$ cat src/rtl/rv_writeback_pkg.sv
`default_nettype none
// ============================================================================
// Module   : rv_writeback_pkg
// Purpose  : Shared definitions for the uRV writeback stage: load/store
//            funct3 encodings and writeback state encodings.
// Revision : 1.0 - initial release
// ============================================================================
package rv_writeback_pkg;

  // Load size/sign encodings as carried in funct3
  localparam logic [2:0] LDST_B  = 3'b000;
  localparam logic [2:0] LDST_H  = 3'b001;
  localparam logic [2:0] LDST_L  = 3'b010;
  localparam logic [2:0] LDST_BU = 3'b100;
  localparam logic [2:0] LDST_HU = 3'b101;

  // Writeback stage states
  typedef enum logic [0:0] {
    WB_IDLE = 1'b0,
    WB_WAIT = 1'b1
  } wb_state_e;

endpackage
`default_nettype wire

$ cat src/rtl/rv_writeback_load_align.sv
`default_nettype none
// ============================================================================
// Module   : rv_load_align
// Purpose  : Combinational load data alignment. Selects the addressed
//            byte/half/word from a memory data word and sign- or
//            zero-extends it according to funct3.
// Ports    : fun_i     - funct3 of the load
//            addr_i    - low two bits of the load address
//            data_i    - 32-bit word returned by data memory
//            result_o  - extended 32-bit value for the register file
// Revision : 1.0 - initial release
// ============================================================================
module rv_load_align
  import rv_writeback_pkg::*;
(
  input  logic [2:0]  fun_i,
  input  logic [1:0]  addr_i,
  input  logic [31:0] data_i,
  output logic [31:0] result_o
);

  logic [7:0]  byte_sel;
  logic [15:0] half_sel;

  always_comb begin
    byte_sel = 8'h00;
    case (addr_i)
      2'd0:    byte_sel = data_i[7:0];
      2'd1:    byte_sel = data_i[15:8];
      2'd2:    byte_sel = data_i[23:16];
      default: byte_sel = data_i[31:24];
    endcase
  end

  // Half selection only looks at addr[1]; addr[0] is ignored for halves
  assign half_sel = addr_i[1] ? data_i[31:16] : data_i[15:0];

  always_comb begin
    result_o = 32'h0000_0000;
    case (fun_i)
      LDST_B:  result_o = {{24{byte_sel[7]}}, byte_sel};
      LDST_BU: result_o = {24'h00_0000, byte_sel};
      LDST_H:  result_o = {{16{half_sel[15]}}, half_sel};
      LDST_HU: result_o = {16'h0000, half_sel};
      LDST_L:  result_o = data_i;
      default: result_o = 32'h0000_0000;
    endcase
  end

endmodule
`default_nettype wire

$ cat src/rtl/rv_writeback.sv
`default_nettype none
// ============================================================================
// Module   : rv_writeback
// Purpose  : Writeback stage of the uRV pipeline. Forwards ALU results to
//            the register file, collects variable-latency load data,
//            aligns/extends it, requests a stall while a load is pending and
//            aborts loads that exceed LOAD_TIMEOUT cycles in WAIT.
// Ports    : clk_i, rst_i          - clock, synchronous active-high reset
//            x_*                   - registered execute-stage results
//            dm_data_l_i           - load data word from data memory
//            dm_load_done_i        - load data valid this cycle
//            w_stall_req_o         - combinational stall request upstream
//            rf_rd_o/_value_o/_write_o - registered register-file write port
//            w_load_error_o        - one-cycle pulse on load timeout
// Revision : 1.0 - initial release
// ============================================================================
module rv_writeback
  import rv_writeback_pkg::*;
#(
  parameter int LOAD_TIMEOUT = 16
) (
  input  logic        clk_i,
  input  logic        rst_i,
  input  logic [2:0]  x_fun_i,
  input  logic        x_load_i,
  input  logic [4:0]  x_rd_i,
  input  logic [31:0] x_rd_value_i,
  input  logic        x_rd_write_i,
  input  logic [31:0] x_dm_addr_i,
  input  logic [31:0] dm_data_l_i,
  input  logic        dm_load_done_i,
  output logic        w_stall_req_o,
  output logic [4:0]  rf_rd_o,
  output logic [31:0] rf_rd_value_o,
  output logic        rf_rd_write_o,
  output logic        w_load_error_o
);

  // Counter value seen on the last permitted WAIT cycle
  localparam logic [7:0] TIMEOUT_LAST = 8'(LOAD_TIMEOUT - 1);

  wb_state_e   state_q, state_d;
  logic [7:0]  count_q, count_d;
  logic [4:0]  lat_rd_q, lat_rd_d;
  logic [2:0]  lat_fun_q, lat_fun_d;
  logic [1:0]  lat_addr_q, lat_addr_d;
  logic [4:0]  rf_rd_q, rf_rd_d;
  logic [31:0] rf_rd_value_q, rf_rd_value_d;
  logic        rf_rd_write_q, rf_rd_write_d;
  logic        load_error_q, load_error_d;
  logic        stall;

  logic [2:0]  align_fun;
  logic [1:0]  align_addr;
  logic [31:0] align_result;

  // Only the byte offset of the load address matters here
  logic unused_addr_bits;
  assign unused_addr_bits = ^x_dm_addr_i[31:2];

  // A zero-latency load completes in IDLE and must use the live execute
  // fields; in WAIT the fields latched at accept time are used instead.
  assign align_fun  = (state_q == WB_IDLE) ? x_fun_i          : lat_fun_q;
  assign align_addr = (state_q == WB_IDLE) ? x_dm_addr_i[1:0] : lat_addr_q;

  rv_load_align u_load_align (
    .fun_i    (align_fun),
    .addr_i   (align_addr),
    .data_i   (dm_data_l_i),
    .result_o (align_result)
  );

  always_comb begin
    state_d       = state_q;
    count_d       = count_q;
    lat_rd_d      = lat_rd_q;
    lat_fun_d     = lat_fun_q;
    lat_addr_d    = lat_addr_q;
    rf_rd_d       = rf_rd_q;
    rf_rd_value_d = rf_rd_value_q;
    rf_rd_write_d = 1'b0;
    load_error_d  = 1'b0;
    stall         = 1'b0;

    case (state_q)
      WB_IDLE: begin
        if (x_load_i) begin
          lat_rd_d   = x_rd_i;
          lat_fun_d  = x_fun_i;
          lat_addr_d = x_dm_addr_i[1:0];
          if (dm_load_done_i) begin
            rf_rd_d       = x_rd_i;
            rf_rd_value_d = align_result;
            rf_rd_write_d = (x_rd_i != 5'd0);
          end else begin
            state_d = WB_WAIT;
            count_d = 8'd0;
            stall   = 1'b1;
          end
        end else if (x_rd_write_i) begin
          rf_rd_d       = x_rd_i;
          rf_rd_value_d = x_rd_value_i;
          rf_rd_write_d = (x_rd_i != 5'd0);
        end
      end

      WB_WAIT: begin
        // Done takes precedence over a timeout in the same cycle
        if (dm_load_done_i) begin
          rf_rd_d       = lat_rd_q;
          rf_rd_value_d = align_result;
          rf_rd_write_d = (lat_rd_q != 5'd0);
          state_d       = WB_IDLE;
        end else begin
          stall = 1'b1;
          if (count_q == TIMEOUT_LAST) begin
            state_d      = WB_IDLE;
            count_d      = 8'd0;
            load_error_d = 1'b1;
          end else begin
            count_d = count_q + 8'd1;
          end
        end
      end

      default: begin
        state_d = WB_IDLE;
      end
    endcase
  end

  always_ff @(posedge clk_i) begin
    if (rst_i) begin
      state_q       <= WB_IDLE;
      count_q       <= 8'd0;
      lat_rd_q      <= 5'd0;
      lat_fun_q     <= 3'd0;
      lat_addr_q    <= 2'd0;
      rf_rd_q       <= 5'd0;
      rf_rd_value_q <= 32'h0000_0000;
      rf_rd_write_q <= 1'b0;
      load_error_q  <= 1'b0;
    end else begin
      state_q       <= state_d;
      count_q       <= count_d;
      lat_rd_q      <= lat_rd_d;
      lat_fun_q     <= lat_fun_d;
      lat_addr_q    <= lat_addr_d;
      rf_rd_q       <= rf_rd_d;
      rf_rd_value_q <= rf_rd_value_d;
      rf_rd_write_q <= rf_rd_write_d;
      load_error_q  <= load_error_d;
    end
  end

  assign w_stall_req_o  = stall;
  assign rf_rd_o        = rf_rd_q;
  assign rf_rd_value_o  = rf_rd_value_q;
  assign rf_rd_write_o  = rf_rd_write_q;
  assign w_load_error_o = load_error_q;

endmodule
`default_nettype wire

$ cat config.mk
export PLATFORM = sky130hd
export DESIGN_NAME = rv_writeback
export DESIGN_NICKNAME = d
export VERILOG_FILES = /design/src/rtl/rv_writeback_pkg.sv /design/src/rtl/rv_writeback_load_align.sv /design/src/rtl/rv_writeback.sv
export SDC_FILE = /design/constraint.sdc
export NUM_CORES = 1
export LEC_CHECK = 0
export BUFFER_PORTS_ARGS = -buffer_cell sky130_fd_sc_hd__buf_2
export CORE_ASPECT_RATIO = 1.75
export CORE_MARGIN = 5
export CORE_UTILIZATION = 49
export DETAILED_ROUTE_END_ITERATION = 16
export GPL_ROUTABILITY_DRIVEN = 0
export PLACE_DENSITY = 0.78
export REMOVE_ABC_BUFFERS = 1
export SLEW_MARGIN = 20
export SYNTH_ARGS = -nofsm -noshare
export SYNTH_HDL_FRONTEND = slang
export SYNTH_SLANG_ARGS = --single-unit
$ cat constraint.sdc
create_clock -name clk_i -period 2.5 [get_ports clk_i]
set_input_delay 0.125 -clock clk_i [delete_from_list [all_inputs] [get_ports clk_i]]
set_output_delay 0.125 -clock clk_i [all_outputs]
set_load 0.005 [all_outputs]
Yosys cells after proc, flatten, opt, wreduce, memory -nomap -nowiden:

Index checks and enable logic that the tools add are counted.

* register bits after elaboration: 58
* output and inout port bits: 40
* logic and storage cells: 63

* add/subtract/negate cells: 1
* equality and inequality tests: 13
* mux-type cells: 31
* bitwise logic cells: 1
* reduce and logical (&&, ||, !) cells: 8

Operators with widths (count)
* one-hot mux 32 bit (5 select lines): 1
* two-way mux 32 bit: 3
* one-hot mux 32 bit (2 select lines): 1
* two-way mux 8 bit: 4
* one-hot mux 8 bit (3 select lines): 1
* two-way mux 5 bit: 4
* two-way mux 16 bit: 1
* one-hot mux 8 bit (2 select lines): 1
* one-hot mux 5 bit (2 select lines): 1
* nonzero test 5 bit: 2
* two-way mux 1 bit: 9
* adder 8 x 1 -> 8 bit, second input constant: 1
* equality test 8 x 4 -> 1 bit, second input constant: 1
* != test 2 bit, second input constant: 4
* equality test 3 bit, second input constant: 2
* != test 3 bit, second input constant: 2
* one-hot mux 1 bit (2 select lines): 3
* AND reduction 3 bit: 2
* equality test 3 x 1 -> 1 bit, second input constant: 1
* equality test 3 x 2 -> 1 bit, second input constant: 1
* zero test 3 bit: 1
* two-way mux 3 bit: 1
* OR reduction 3 bit: 1
* equality test 2 x 1 -> 1 bit, second input constant: 1
* other kinds (5): 5

Depth between registers and ports, before layout:

Gate-level depths: netlist (run 1).

* word-level depth: 7
* mapped depth: 8
* depth with buffers taken out: 6

Cells and area by module:

A second synthesis (run 1) with hierarchy kept.

* cell total of the unflattened synthesis: 418
* area, all modules: 3611.0 sq um

Modules (own cells, without submodules)
* rv_writeback: instances 1, cells each 284, area each 2539.9 sq um, sequential area each 1161.1 sq um
* rv_load_align: instances 1, cells each 134, area each 1071.0 sq um, sequential area each 0.0 sq um

Worst setup path before layout (run 1):

OpenSTA, ideal clock, no wires.

* path kind: register to register
* from: reg state_q
* to: reg rf_rd_value_q[1], in the netlist rf_rd_value_o[1]
* setup time: 131 ps
* data arrival time: 1696 ps
* required time: 2369 ps
* slack: 673 ps
* cell stages (with the launch flop): 7
* buffers on the path: 1
* period minus slack after synthesis: 1827 ps
* path through: dfxtp_1 > buf_4 > mux2i_4 > mux4_2 > and2b_1 > a211oi_1 > o41ai_1

* cells in the longest elaborated chain, start to end: 7
* elaborated cells between the ends (all ways): 18
* those cells by class: 7 x eq/ne; 8 x mux; 1 x bitwise; 2 x reduce/logical

Ends and longest elaborated chain
* from (decl): RTL line rv_writeback.sv:42 `wb_state_e state_q, state_d;`
* from (signal assigned): RTL line rv_writeback.sv:144 `state_q <= state_d;`
* two-way mux 2 bit: RTL line rv_writeback.sv:64 `assign align_addr = (state_q == WB_IDLE) ? x_dm_addr_i[1:0] : lat_addr_q;`
* equality test 2 bit, or another cell as far along: RTL line rv_writeback_load_align.sv:27 `case (addr_i)`
* one-hot mux 8 bit (3 select lines): RTL line rv_writeback_load_align.sv:27
* one-hot mux 32 bit (5 select lines): RTL line rv_writeback_load_align.sv:40 `case (fun_i)`
* two-way mux 32 bit: RTL line rv_writeback.sv:91, rv_writeback.sv:109
* two-way mux 32 bit: RTL line rv_writeback.sv:87 `if (x_load_i) begin`
* one-hot mux 32 bit (2 select lines): RTL line rv_writeback.sv:85 `case (state_q)`
* to (signal assigned): RTL line rv_writeback.sv:150 `rf_rd_value_q <= rf_rd_value_d;`
* to (decl): RTL line rv_writeback.sv:48 `logic [31:0] rf_rd_value_q, rf_rd_value_d;`

Several ways; a longest one is shown, not always the timed one.
A chain may end at the register's enable or synchronous reset.

Worst setup path in the final report (run 1):

Same ends and word-level chain as after synthesis.

==> results.cfg, run 1 <==
[critical_path]
slowest_stage = mux2i_4
cpPeakStageDelay_ns = 0.51
path_max_fanout = 32
cp-start-kind = register
worstSetupPathType = reg -> reg
critical_path_cell_count = 6
crit_buf_inv = 1
startpoint = state_q
critical_path_required_ns = 2.71
endpoint_kind = register
crit_family = multiplexers
worstReg2RegStart = state_q
worstPathArrival_ns = 2.54
r2r_cells = 6
crit_chain = buf_4, mux2i_4, mux4_2, and2b_1, a211oi_1, o41ai_1

[pwr]
pwr-share-comb = 0.191
powerDensity_nw_per_um2 = 646
power_leakage_uw = 0.00198
total_power_uw = 2900
internal_power_uw = 2100
power_switching_uw = 808
pwr-share-seq = 0.353
sw_frac_of_total = 0.278
ir_worst_vdd_uv = 422
p_clk_frac = 0.456

[cts]
cts_tree = done
clkLatencyLatePin_ns = 0.33
clkTransAtPathRegs_ns = 0.06
htreeDepth = 3
root_buffer = clkbuf_16
cts_buffers = 9
post_cts_buffers = 0
clkSinkCount = 58
clk_path_buf_depth = 2

[sta]
setup_tns_ns = 0
finalCritPeriodShare = 0.933
rsz0062_at_grt = no
setup_viol = 0
hold_viol = 0
maxSlewViolCount = 0
clock_skew_ns = 0.00487
period_minus_slack_ns = 2.33
worst_slew_pin_slew_ns = 0.696
fmax_ghz = 0.429
max-slew-margin-rel = 0.536

[global_route]
grt_pass1_wl_um = 18500
grt_antenna_before_repair = 0
grtUsageTotal = 0.261
gr-total-overflow = 0
grt_pass1_vias = 3976
grt_max_degree = 33

[synth]
synth_area_leaders = dfxtp_1, a21oi_1, mux2i_1
synth.most_common_cell = dfxtp_1
netlist.area_leader.share = 0.328
synth.distinct_cells = 60
avgSynthCellArea_sq_um = 8.21
synth_area_sq_um = 3540
async_flop_share = 0
synthTopCellsByCount = dfxtp_1, a21oi_1, nor2_1
yosysSeqAreaShare = 0.328
yosys_warnings = 0
synth_top_area_cell = dfxtp_1
synth_cells = 432
synth_ff_type = dfxtp_1
synth.ff_latch_count = 58
synth_edf_count = 0

[routing]
ant_nets = 0
via_per_inst = 6.31
routed-via-count = 3990
drt_pre_antenna_iters = 5
wl_um = 11700
drt_iter0_markers = 270
drc = 0
post_drt_wl_per_cell_um = 18.6

[die]
fp.coreArea_sq_um = 7130
die_area_sq_um = 9100
die_height_um = 123
die_x_um = 74.3
pin_count = 149
start_util = 0.497
rows = 41

[place]
port_buffers = 118
dpl.hpwl_um = 8610
dp.cells = 616

[final_layout]
fin_cells = 632
syn2layout_area_growth_pct = 26.8
antenna_cells = 0
final_nets = 651
fillCellCount = 634
drive_above_1_share = 0.310

[worst_hold_path]
hp-class = in -> reg
hold_depth = 3
min_from = x_rd_i[1]

[job]
cap_violations = 0

[status]
status = complete, no violations
metrics by stage:
step	cell area (sq um)	util	hold WS, ns	worst slack [ns]
floorplan	3370	-	0.194	-0.558
global placement	4170	0.585	0.387	0.307
detailed placement	4170	0.585	0.402	0.251
CTS	4490	0.630	0.0571	0.216
global route	4490	0.630	0.0720	0.0776
finish	4490	0.630	0.0559	0.169
worst paths after layout:
check | end | slack [ns]
worst max-delay path | rf_rd_value_o[1] | 0.17
worst min register to register | lat_rd_q[1] | 0.47
worst min-delay path | lat_rd_q[1] | 0.06
worst max register to register | rf_rd_value_o[1] | 0.17
placed cells by master (no fill, tap or decap), types with 14 or more instances in the layout:
cell type | Yosys | routed
a211oi_1 | 14 | 14
a21oi_1 | 47 | 47
a22oi_1 | 21 | 21
buf_2 | 11 | 118
buf_4 | 3 | 14
dfxtp_1 | 58 | 58
mux2i_1 | 22 | 22
nand2_1 | 31 | 31
nor2_1 | 36 | 36
o21ai_0 | 22 | 22
flip-flops by register name (all words and copies together), names as in the netlist:
register	cells
lat_addr_q	2
lat_rd_q	5
count_q	8
rf_rd_o	5
lat_fun_q	3
rf_rd_value_o	32
rf_rd_write_o	1
state_q	1
w_load_error_o	1
power groups by stage:
| stage | sequential [uW] | combinational, uW | clock [uW] |
|---|---|---|---|
| detailed placement | 1040 | 540 | 0 |
| global placement | 1040 | 530 | 0 |
| CTS | 1030 | 548 | 1320 |
| global route | 1030 | 604 | 1370 |
| finish | 1030 | 554 | 1320 |
| floorplan | 1050 | 274 | 0 |
metal layers:
layer,global-route usage,vias to the layer above,routed length (um)
met5,0,-,0
met4,0.187,0,762
met3,0.0557,70,1080
met2,0.457,245,5980
met1,0.265,1839,3930
li1,-,1836,-
cells by family (layout without fill, tap and decap cells):
family / after synthesis / after routing / synth area share
compound gates: 165 / 165 / 0.319
simple gates: 130 / 130 / 0.187
fa+ha+maj: 1 / 1 / 0.00353
buf+inv: 46 / 160 / 0.0621
mux: 26 / 26 / 0.0854
xor+xnor: 6 / 6 / 0.0148
flops: 58 / 58 / 0.328
final cells by class:
class	count	area, sq um	area share
clock buffer	9	225	0.0501
clock inverter	7	93.8	0.0209
inverter	12	45.0	0.0100
multi-input combinational	328	2160	0.482
sequential	58	1160	0.258
tap	86	108	0.0239
timing repair buffer	132	696	0.155
timing repair:
item	4_1_cts	5_1_grt
setup endpoints to repair	0	1
hold buffers	0	0
gates resized for setup	0	1
worst min-delay path, stage by stage:
cell and delay (ns):
buf_2 0.12, nand2_1 0.05, a21oi_1 0.05
Power figures use the tool's default switching activity.
==> inputs of run 2 (changes only) <==
Clock period 2.5 ns to 2.15 ns, I/O delays scaled along.
==> results.cfg, run 2 (synthesis results as in run 1) <==
[worst_hold_path]
hold_depth = 3
hold_end = lat_rd_q[3]
min_from = x_rd_i[3]
hp-class = in -> reg

[cts]
post_cts_buffers = 0
clkTransAtPathRegs_ns = 0.05
cts_tree = done
cts_buffers = 9
clk_path_buf_depth = 2
holdBufCountCts = 0
root_buffer = clkbuf_16
htreeDepth = 3
clkSinkCount = 58
clkLatencyLatePin_ns = 0.33
postCtsResizedCells = 0

[critical_path]
r2r_end = rf_rd_value_o[12]
worstReg2RegStart = state_q
worstPathArrival_ns = 2.29
endpoint_kind = register
path_max_fanout = 8
critical_path_required_ns = 2.35
r2r_cells = 6
r2r_slack_ns = 0.07
cp-start-kind = register
worstSetupPathType = reg -> reg

[final_layout]
antenna_cells = 0
layout_commonest_cell = buf_2
area.sequential_sq_um = 1160
syn2layout_area_growth_pct = 28.2
multi_input_area_sq_um = 2160
fillCellCount = 641
final_nets = 662
largest_reg_flops = 32
final_cell_mix = buf_2, dfxtp_1, a21oi_1, nor2_1, nand2_1
drive_above_1_share = 0.323
fin_cells = 643

[routing]
met3WireLength_um = 823
drc = 0
drt_pre_antenna_iters = 11
wl_um = 11800
post_drt_wl_per_cell_um = 18.4
routed-via-count = 3959
met2_length_um = 6260
drt_iter0_markers = 336
wl_met1_um = 4200
ant_nets = 0
via_per_inst = 6.16
top_layer = met4

[place]
dp.cells = 627
dpl.hpwl_um = 8970
pre_cts_ws_ns = 0.0393
port_buffers = 118

[sta]
setup_viol = 0
rsz0062_at_grt = no
hold_viol = 0
setup_slack_ns = 0.0677
fmax_ghz = 0.480
maxSlewViolCount = 0
period_minus_slack_ns = 2.08
max-slew-margin-rel = 0.655
clock_skew_ns = 0.00569
worst_slew_pin_slew_ns = 0.517
finalCritPeriodShare = 0.969

[die]
die_height_um = 123
pin_count = 149
start_util = 0.497
fp.coreArea_sq_um = 7130
rows = 41
die_x_um = 74.3
die_area_sq_um = 9100

[job]
cap_violations = 0

[global_route]
grtUsageTotal = 0.264
grt_pass1_wl_um = 18500
grt_antenna_before_repair = 0
grt_pass1_vias = 3902
gr-total-overflow = 0
grt_max_degree = 26

[pwr]
power_leakage_uw = 0.00203
powerDensity_nw_per_um2 = 704
ir_worst_vdd_uv = 561

[status]
status = complete, no violations
==> run 2: cell types whose count changed in the layout (fill, tap and decap cells not counted), sizes merged <==
cell and delta:
bufinv -2, clkbuf +5, buf +11, clkinv -1
clkinvlp -2
==> run 2: critical path, cell delays in order, from the launching register on <==
cell and delay [ns]:
dfxtp_2 0.42, mux2_4 0.34, mux4_2 0.42, o21a_2 0.16, a221oi_1 0.36, buf_4 0.18
o32ai_1 0.07
==> run 2: worst max path at each step <==
stage / startpoint / endpoint / depth (start not counted)
after floorplan: state_q / rf_rd_value_o[1] / 5
after global placement: state_q / rf_rd_value_o[12] / 6
after detailed placement: state_q / rf_rd_value_o[30] / 6
after CTS: state_q / rf_rd_value_o[12] / 6
after global routing: state_q / rf_rd_value_o[12] / 6
final: state_q / rf_rd_value_o[12] / 6
==> run 2: power by group <==
part / switching [uW] / internal [uW] / leakage (uW)
clock: 480 / 869 / 0.000143
combinational: 364 / 297 / 0.00141
sequential: 46.4 / 1150 / 0.000476
total: 889 / 2310 / 0.00203
==> run 2: stage by stage <==
stage | util | instance area (sq um) | hold slack, ns | total power, uW | setup TNS, ns
after CTS | 0.637 | 4540 | 0.0293 | 3220 | 0
final | 0.637 | 4550 | 0.0356 | 3200 | 0
after global placement | 0.597 | 4260 | 0.370 | 1840 | 0
after floorplan | - | 3370 | 0.177 | 1540 | -20.64
after detailed placement | 0.597 | 4260 | 0.377 | 1860 | 0
after global routing | 0.637 | 4550 | 0.0337 | 3350 | 0
==> run 2: area by class of cell <==
| class | count | share of cell area |
|---|---|---|
| inverter | 12 | 0.00991 |
| clock inverter | 2 | 0.00220 |
| clock buffer | 14 | 0.0603 |
| sequential | 58 | 0.256 |
| tap | 86 | 0.0237 |
| timing repair buffer | 143 | 0.172 |
| multi-input combinational | 328 | 0.476 |
==> run 2: per-layer routing <==
metal  track usage  vias to the layer above
met3        0.0697                       44
met1         0.278                     1883
met4         0.169                        0
met2         0.452                      170
li1              -                     1862
met5             0                        -
